<file path="src/rtl/sprite_renderer.sv">
// Sprite address generator and compositor feeding the sprite ROM.
// Optional colour-keyed transparency: define SPRITE_TRANSPARENT_EN.
module sprite_renderer #(
  parameter int          SPR_W      = 20,
  parameter int          SPR_H      = 20,
  parameter int          FRAMES     = 1,
  parameter int          ANIM_DIV   = 8,
  parameter int          ADDR_WIDTH = 20,
  parameter logic [11:0] KEY_RGB    = 12'h0F0
) (
  input  logic                  clk,
  input  logic                  reset,
  input  logic                  frame_start,
  input  logic                  pixel_valid,
  input  logic [9:0]            pixel_x,
  input  logic [9:0]            pixel_y,
  input  logic [11:0]           bg_rgb,
  input  logic                  pos_wr,
  input  logic [9:0]            pos_x,
  input  logic [9:0]            pos_y,
  output logic [ADDR_WIDTH-1:0] rom_addr,
  input  logic [11:0]           rom_data,
  output logic [11:0]           rgb_o,
  output logic                  rgb_valid
);

  localparam int AN_W = (FRAMES > 1) ? $clog2(FRAMES) : 1;
  localparam int DV_W = (ANIM_DIV > 1) ? $clog2(ANIM_DIV) : 1;
  localparam int IMG  = SPR_W * SPR_H;

  localparam logic [AN_W-1:0] ANIM_LAST = AN_W'(FRAMES - 1);
  localparam logic [DV_W-1:0] DIV_LAST  = DV_W'(ANIM_DIV - 1);

  logic [9:0]      pend_x;
  logic [9:0]      pend_y;
  logic [9:0]      act_x;
  logic [9:0]      act_y;
  logic [AN_W-1:0] anim;
  logic [DV_W-1:0] div;

  logic [10:0]           px;
  logic [10:0]           py;
  logic [10:0]           ax;
  logic [10:0]           ay;
  logic [10:0]           dx;
  logic [10:0]           dy;
  logic                  hit;
  logic [ADDR_WIDTH-1:0] addr_next;

  logic        hit_d1;
  logic        valid_d1;
  logic [11:0] bg_d1;
  logic        hit_d2;
  logic        valid_d2;
  logic [11:0] bg_d2;

  logic        use_rom;
  logic [11:0] rgb_next;

  // Position double buffer and animation stepping
  always_ff @(posedge clk) begin
    if (reset) begin
      pend_x <= '0;
      pend_y <= '0;
      act_x  <= '0;
      act_y  <= '0;
      anim   <= '0;
      div    <= '0;
    end else begin
      if (pos_wr) begin
        pend_x <= pos_x;
        pend_y <= pos_y;
      end
      if (frame_start) begin
        act_x <= pend_x;
        act_y <= pend_y;
        if (div == DIV_LAST) begin
          div <= '0;
          if (anim == ANIM_LAST)
            anim <= '0;
          else
            anim <= anim + 1'b1;
        end else begin
          div <= div + 1'b1;
        end
      end
    end
  end

  // 11-bit compares so a sprite near the right/bottom edge clips
  always_comb begin
    px  = {1'b0, pixel_x};
    py  = {1'b0, pixel_y};
    ax  = {1'b0, act_x};
    ay  = {1'b0, act_y};
    dx  = px - ax;
    dy  = py - ay;
    hit = pixel_valid
        && (px >= ax) && (px < ax + 11'(SPR_W))
        && (py >= ay) && (py < ay + 11'(SPR_H));
    addr_next = '0;
    if (hit)
      addr_next = ADDR_WIDTH'(anim) * ADDR_WIDTH'(IMG)
                + ADDR_WIDTH'(dy) * ADDR_WIDTH'(SPR_W)
                + ADDR_WIDTH'(dx);
  end

  always_ff @(posedge clk) begin
    if (reset) begin
      rom_addr <= '0;
      hit_d1   <= 1'b0;
      valid_d1 <= 1'b0;
      bg_d1    <= '0;
    end else begin
      rom_addr <= addr_next;
      hit_d1   <= hit;
      valid_d1 <= pixel_valid;
      bg_d1    <= bg_rgb;
    end
  end

  // Aligns with rom_data, which the ROM registers on this same edge
  always_ff @(posedge clk) begin
    if (reset) begin
      hit_d2   <= 1'b0;
      valid_d2 <= 1'b0;
      bg_d2    <= '0;
    end else begin
      hit_d2   <= hit_d1;
      valid_d2 <= valid_d1;
      bg_d2    <= bg_d1;
    end
  end

  always_comb begin
`ifdef SPRITE_TRANSPARENT_EN
    use_rom = hit_d2 && (rom_data != KEY_RGB);
`else
    use_rom = hit_d2;
`endif
    rgb_next = '0;
    if (valid_d2)
      rgb_next = use_rom ? rom_data : bg_d2;
  end

  always_ff @(posedge clk) begin
    if (reset) begin
      rgb_o     <= '0;
      rgb_valid <= 1'b0;
    end else begin
      rgb_o     <= rgb_next;
      rgb_valid <= valid_d2;
    end
  end

endmodule

</file>
<file path="config.mk">
export PLATFORM = sky130hd
export DESIGN_NAME = sprite_renderer
export DESIGN_NICKNAME = d
export VERILOG_FILES = /design/src/rtl/sprite_renderer.sv
export SDC_FILE = /design/constraint.sdc
export NUM_CORES = 1
export LEC_CHECK = 0
export BUFFER_PORTS_ARGS = -buffer_cell sky130_fd_sc_hd__buf_2
export CORE_MARGIN = 5
export CORE_UTILIZATION = 40
export CTS_CLUSTER_DIAMETER = 100
export CTS_CLUSTER_SIZE = 30
export DETAILED_ROUTE_END_ITERATION = 16
export PLACE_DENSITY_LB_ADDON = 0.12
export SLEW_MARGIN = 20
export SYNTH_ARGS = -nofsm -noshare
export SYNTH_HDL_FRONTEND = slang
export SYNTH_SLANG_ARGS = --single-unit
</file>
<file path="constraint.sdc">
create_clock -name clk -period 13.9 [get_ports clk]
set_input_delay 1.39 -clock clk [delete_from_list [all_inputs] [get_ports clk]]
set_output_delay 1.39 -clock clk [all_outputs]
set_load 0.01 [all_outputs]
</file>
==> impl_results.html <==
<table>
<tr><th>Metric</th><th>Value</th></tr>
<tr><th colspan="2">Status</th></tr>
<tr><td>Run status</td><td>finished, final reports clean</td></tr>
<tr><th colspan="2">Synth</th></tr>
<tr><td>YS warnings</td><td>0</td></tr>
<tr><td>Cells after Synth</td><td>598</td></tr>
<tr><td>Most numerous cell types in the synthesized netlist</td><td>98 x sky130_fd_sc_hd__dfxtp_1, 89 x sky130_fd_sc_hd__nor2_1, 72 x sky130_fd_sc_hd__ha_1</td></tr>
<tr><td>Number of storage elements in the synthesis netlist</td><td>98</td></tr>
<tr><td>Top cells by area, synth</td><td>sky130_fd_sc_hd__dfxtp_1 35%, sky130_fd_sc_hd__ha_1 16%, sky130_fd_sc_hd__mux2i_1 9.3%</td></tr>
<tr><td>Part of the Yosys area used for sequential elements</td><td>35.2%</td></tr>
<tr><td>Cell area after technology mapping</td><td>0.00557 sq mm</td></tr>
<tr><td>Share of synthesized registers carrying an async set or reset</td><td>0%</td></tr>
<tr><td>Commonest register cell after synthesis</td><td>sky130_fd_sc_hd__dfxtp_1</td></tr>
<tr><td>Post-synth EDFFs</td><td>0</td></tr>
<tr><td>Fraction of post-synthesis cell area in the top cell type by area</td><td>35.2%</td></tr>
<tr><td>Largest area contributor in the netlist</td><td>sky130_fd_sc_hd__dfxtp_1</td></tr>
<tr><td>Post-synthesis cell type count</td><td>56</td></tr>
<tr><td>Mean cell area of the mapped netlist</td><td>9.31 sq um</td></tr>
<tr><td>Cell with the most instances after synthesis</td><td>sky130_fd_sc_hd__dfxtp_1</td></tr>
<tr><th colspan="2">Cells and area</th></tr>
<tr><td>Final-layout fill cell count</td><td>1378</td></tr>
<tr><td>End-of-flow core utilization</td><td>47.4%</td></tr>
<tr><td>Count of nets after finishing</td><td>837</td></tr>
<tr><td>Final std cell area, no fill</td><td>0.00652 sq mm</td></tr>
<tr><td>Fraction of final layout cells sized beyond drive strength 1</td><td>17.9%</td></tr>
<tr><td>Layout overhead on the synthesized area</td><td>17.1%</td></tr>
<tr><td>Number of antenna diodes</td><td>0</td></tr>
<tr><th colspan="2">Routing</th></tr>
<tr><td>Vias per inst</td><td>4.79</td></tr>
<tr><td>First DRT Iteration DRCs</td><td>101</td></tr>
<tr><td>Remaining number of nets flagged by the antenna check after routing</td><td>0</td></tr>
<tr><td>Wire length per cell</td><td>12.7 um</td></tr>
<tr><td>Wirelength, routed</td><td>11100 um</td></tr>
<tr><td>Via count</td><td>4203</td></tr>
<tr><td>Pre-antenna DRT Iters</td><td>4</td></tr>
<tr><td>Number of remaining DRC errors</td><td>0</td></tr>
<tr><th colspan="2">GRT</th></tr>
<tr><td>Final global-route overflow total</td><td>0</td></tr>
<tr><td>Total GRT Usage</td><td>13.8%</td></tr>
<tr><td>Maximum number of pins on one net before global-route repair</td><td>69</td></tr>
<tr><td>Layer carrying the most global-route usage</td><td>met2</td></tr>
<tr><td>Vias in the first global route</td><td>4111</td></tr>
<tr><td>Met2 Resource Use GR</td><td>23.0%</td></tr>
<tr><td>Met1 Resource Use GR</td><td>17.3%</td></tr>
<tr><td>M3 GR Usage</td><td>3.79%</td></tr>
<tr><td>Antenna violations before repair</td><td>0</td></tr>
<tr><td>Wire length of the first global-routing pass</td><td>18300 um</td></tr>
<tr><th colspan="2">Floorplan</th></tr>
<tr><td>Die X</td><td>128 um</td></tr>
<tr><td>Effective utilization at floorplan</td><td>40.4%</td></tr>
<tr><td>Total Die Area</td><td>0.0164 sq mm</td></tr>
<tr><td>Core Rows</td><td>43</td></tr>
<tr><td>I/O pin cnt</td><td>102</td></tr>
<tr><td>DIE HEIGHT</td><td>128 um</td></tr>
<tr><td>Core region area</td><td>0.0138 sq mm</td></tr>
<tr><th colspan="2">Place</th></tr>
<tr><td>Post-detailed-placement half-perimeter wirelength</td><td>9140 um</td></tr>
<tr><td>Number of buffers added on ports</td><td>98</td></tr>
<tr><td>Final weighted congestion of routability-driven global placement</td><td>0.842</td></tr>
<tr><td>Cell area reported after detailed placement</td><td>0.00622 sq mm</td></tr>
<tr><th colspan="2">Setup path</th></tr>
<tr><td>Critical path data arrival time</td><td>5.92 ns</td></tr>
<tr><td>Worst-path maximum fanout</td><td>4</td></tr>
<tr><td>Crit Reg-Reg Endpoint</td><td>rom_addr[15]</td></tr>
<tr><td>WS Path Type</td><td>input port to register</td></tr>
<tr><td>Reg-to-reg setup timing slack</td><td>8.95 ns</td></tr>
<tr><td>Reg2reg start</td><td>act_y[4]</td></tr>
<tr><td>Endpoint kind of the worst setup timing path</td><td>register</td></tr>
<tr><td>Critical path required time</td><td>14.10 ns</td></tr>
<tr><td>Worst-case reg-to-reg path depth</td><td>21</td></tr>
<tr><td>Crit start category</td><td>input port</td></tr>
<tr><th colspan="2">STA</th></tr>
<tr><td>Max Fclk</td><td>175 MHz</td></tr>
<tr><td>Worst-margin pin slew</td><td>0.784 ns</td></tr>
<tr><td>Unrepaired setup endpoints after global routing</td><td>false</td></tr>
<tr><td>Final total negative setup slack</td><td>0 ns</td></tr>
<tr><td>Final hold slack</td><td>0.431 ns</td></tr>
<tr><td>Minimum clock period after layout</td><td>5.72 ns</td></tr>
<tr><td>Number of slew-limit violations in the final report</td><td>0</td></tr>
<tr><td>Setup Viol. Count Final</td><td>0</td></tr>
<tr><td>Clock tree skew after final layout</td><td>0.00684 ns</td></tr>
<tr><td>Max-slew headroom</td><td>47.6%</td></tr>
<tr><td>Final hold violation count</td><td>0</td></tr>
<tr><td>Period Utilization, post-route</td><td>41.2%</td></tr>
<tr><th colspan="2">Worst hold path</th></tr>
<tr><td>Worst hold path type</td><td>register to register</td></tr>
<tr><td>Capture endpoint of the worst hold path</td><td>bg_d2[8]</td></tr>
<tr><td>Count of cells along the worst hold path</td><td>1</td></tr>
<tr><td>Hold Path Origin</td><td>bg_d1[8]</td></tr>
<tr><th colspan="2">CTS</th></tr>
<tr><td>Post-cts repair resize count</td><td>0</td></tr>
<tr><td>Clk Latency, worst-skew pair</td><td>0.35 ns</td></tr>
<tr><td>TritonCTS clock tree</td><td>done</td></tr>
<tr><td>Largest buffer count on any clock path</td><td>2</td></tr>
<tr><td>Number of clock sinks seen by CTS</td><td>98</td></tr>
<tr><td>Post-CTS Setup Bufs</td><td>0</td></tr>
<tr><td>Hold_buf cts</td><td>0</td></tr>
<tr><td>Clock input transition at the sequential cells of the worst setup and hold paths</td><td>0.07 ns</td></tr>
<tr><td>H-Tree Level Count</td><td>3</td></tr>
<tr><td>Number of clock buffers inserted by TritonCTS</td><td>9</td></tr>
<tr><td>Clock Tree Root</td><td>sky130_fd_sc_hd__clkbuf_16</td></tr>
<tr><th colspan="2">Power and ir drop</th></tr>
<tr><td>Worst vdd ir</td><td>0.118 mV</td></tr>
<tr><td>P per Cell Area</td><td>139 mW/mm^2</td></tr>
<tr><td>LEAKAGE</td><td>3.00 nW</td></tr>
<tr><th colspan="2">Run</th></tr>
<tr><td>Max Cap Viol</td><td>0</td></tr>
</table>
## kinds of logic (layout without fill, tap and decap cells)
family                     count (synthesis)  in the layout  synth area share (%)
xor gates and xnor gates                  46             46                  7.48
AOI/OAI and AO/OA                         97             97                  11.7
adders and majority gates                 76             76                  17.6
and+or+nand+nor                          164            164                  14.0
DFF                                       98             98                  35.2
buffers and inverters                     64            160                  4.54
other                                      1              4                0.0674
muxes                                     52             52                  9.35
## layer usage
metal	vias to the layer above	part of all wire (%)
met5	-	0
met4	0	1.6
li1	2235	-
met1	1876	46
met3	13	5.8
met2	79	47
## cells in the final DEF (no fill, tap or decap), types with 2 or more instances in the layout
cell                        netlist  routed
sky130_fd_sc_hd__a211oi_1         2       2
sky130_fd_sc_hd__o22ai_1          3       3
sky130_fd_sc_hd__mux2i_1         52      52
sky130_fd_sc_hd__a21oi_1         30      30
sky130_fd_sc_hd__nand4_1          4       4
sky130_fd_sc_hd__or4_1            2       2
sky130_fd_sc_hd__o21ai_0         11      11
sky130_fd_sc_hd__conb_1           1       4
sky130_fd_sc_hd__nand3b_1         2       2
sky130_fd_sc_hd__o211ai_1         4       4
sky130_fd_sc_hd__nand2_1          9       9
sky130_fd_sc_hd__inv_6            0       3
sky130_fd_sc_hd__a21o_1          13      13
sky130_fd_sc_hd__clkbuf_16        0       9
sky130_fd_sc_hd__nor2_1          89      89
sky130_fd_sc_hd__xnor2_1         35      35
sky130_fd_sc_hd__o21bai_1         5       5
sky130_fd_sc_hd__nor2b_1         32      32
sky130_fd_sc_hd__nand3_1          8       8
sky130_fd_sc_hd__dfxtp_1         98      98
sky130_fd_sc_hd__o2111ai_1        2       2
sky130_fd_sc_hd__nand2b_1         3       3
sky130_fd_sc_hd__ha_1            72      72
sky130_fd_sc_hd__inv_1           45      45
sky130_fd_sc_hd__fa_1             4       4
sky130_fd_sc_hd__xor2_1          10      10
sky130_fd_sc_hd__nor3b_1          2       2
sky130_fd_sc_hd__nor3_1           5       5
sky130_fd_sc_hd__o21a_1           3       3
sky130_fd_sc_hd__buf_2            1      98
sky130_fd_sc_hd__clkinv_8         0       2
sky130_fd_sc_hd__a221o_1          2       2
sky130_fd_sc_hd__o31ai_1          2       2
sky130_fd_sc_hd__a31oi_1          7       7
## worst max path at each step
stage | start | end | cells after the start
after floorplan | pixel_y[0] | rom_addr[15] | 22
after global placement | pixel_y[0] | rom_addr[15] | 22
after detailed placement | pixel_y[0] | rom_addr[15] | 22
after CTS | pixel_y[0] | rom_addr[15] | 22
after global routing | pixel_y[0] | rom_addr[15] | 23
final | pixel_y[0] | rom_addr[15] | 22
## power by group
part           internal (mW)  leakage [nW]  total, mW  switching, mW
sequential             0.291         0.801      0.296        0.00521
clock                  0.128         0.148      0.243          0.115
combinational          0.176          2.05      0.369          0.194
total                  0.594          3.00      0.908          0.314
## metrics by stage
step	instances	power (mW)	setup WS, ns
2_1_floorplan	601	0.601	8.48
3_3_place_gp	861	0.663	8.04
3_5_place_dp	861	0.672	7.83
4_1_cts	877	0.923	8.18
5_1_grt	877	0.978	7.84
6_report	877	0.908	8.18
## critical path, cell delays in order
cell                       delay [ns]
sky130_fd_sc_hd__buf_2           0.07
sky130_fd_sc_hd__inv_1           0.03
sky130_fd_sc_hd__ha_1            0.21
sky130_fd_sc_hd__fa_1            0.41
sky130_fd_sc_hd__inv_1           0.07
sky130_fd_sc_hd__a21o_1          0.12
sky130_fd_sc_hd__a21oi_1         0.08
sky130_fd_sc_hd__xnor2_1         0.34
sky130_fd_sc_hd__ha_1            0.34
sky130_fd_sc_hd__ha_1            0.35
sky130_fd_sc_hd__a21o_1          0.19
sky130_fd_sc_hd__a21oi_1         0.18
sky130_fd_sc_hd__xnor2_1         0.14
sky130_fd_sc_hd__ha_1            0.25
sky130_fd_sc_hd__ha_1            0.34
sky130_fd_sc_hd__o21ai_0         0.22
sky130_fd_sc_hd__a21oi_1         0.09
sky130_fd_sc_hd__o41ai_1         0.51
sky130_fd_sc_hd__a21oi_1         0.21
sky130_fd_sc_hd__o21bai_1        0.18
sky130_fd_sc_hd__a21o_1          0.15
sky130_fd_sc_hd__a21oi_2         0.05
## layout make-up
cell class | count | area [sq um] | share of cell area [%]
Timing Repair Buffer | 99 | 498 | 7.63
Sequential cell | 98 | 1960 | 30.1
Clock buffer | 9 | 225 | 3.45
Tap cell | 180 | 225 | 3.45
Inverter | 45 | 169 | 2.59
Clock inverter | 7 | 78.8 | 1.21
Multi-Input combinational cell | 439 | 3360 | 51.6
## sequential cells by signal, indices dropped and copies added (netlist names)
register,cells
bg_d1,12
rom_addr,17
pend_x,10
valid_d1,1
bg_d2,12
valid_d2,1
hit_d2,1
pend_y,10
act_y,10
rgb_valid,1
act_x,10
rgb_o,12
hit_d1,1
No activity file was read; power rests on OpenSTA's default activity.
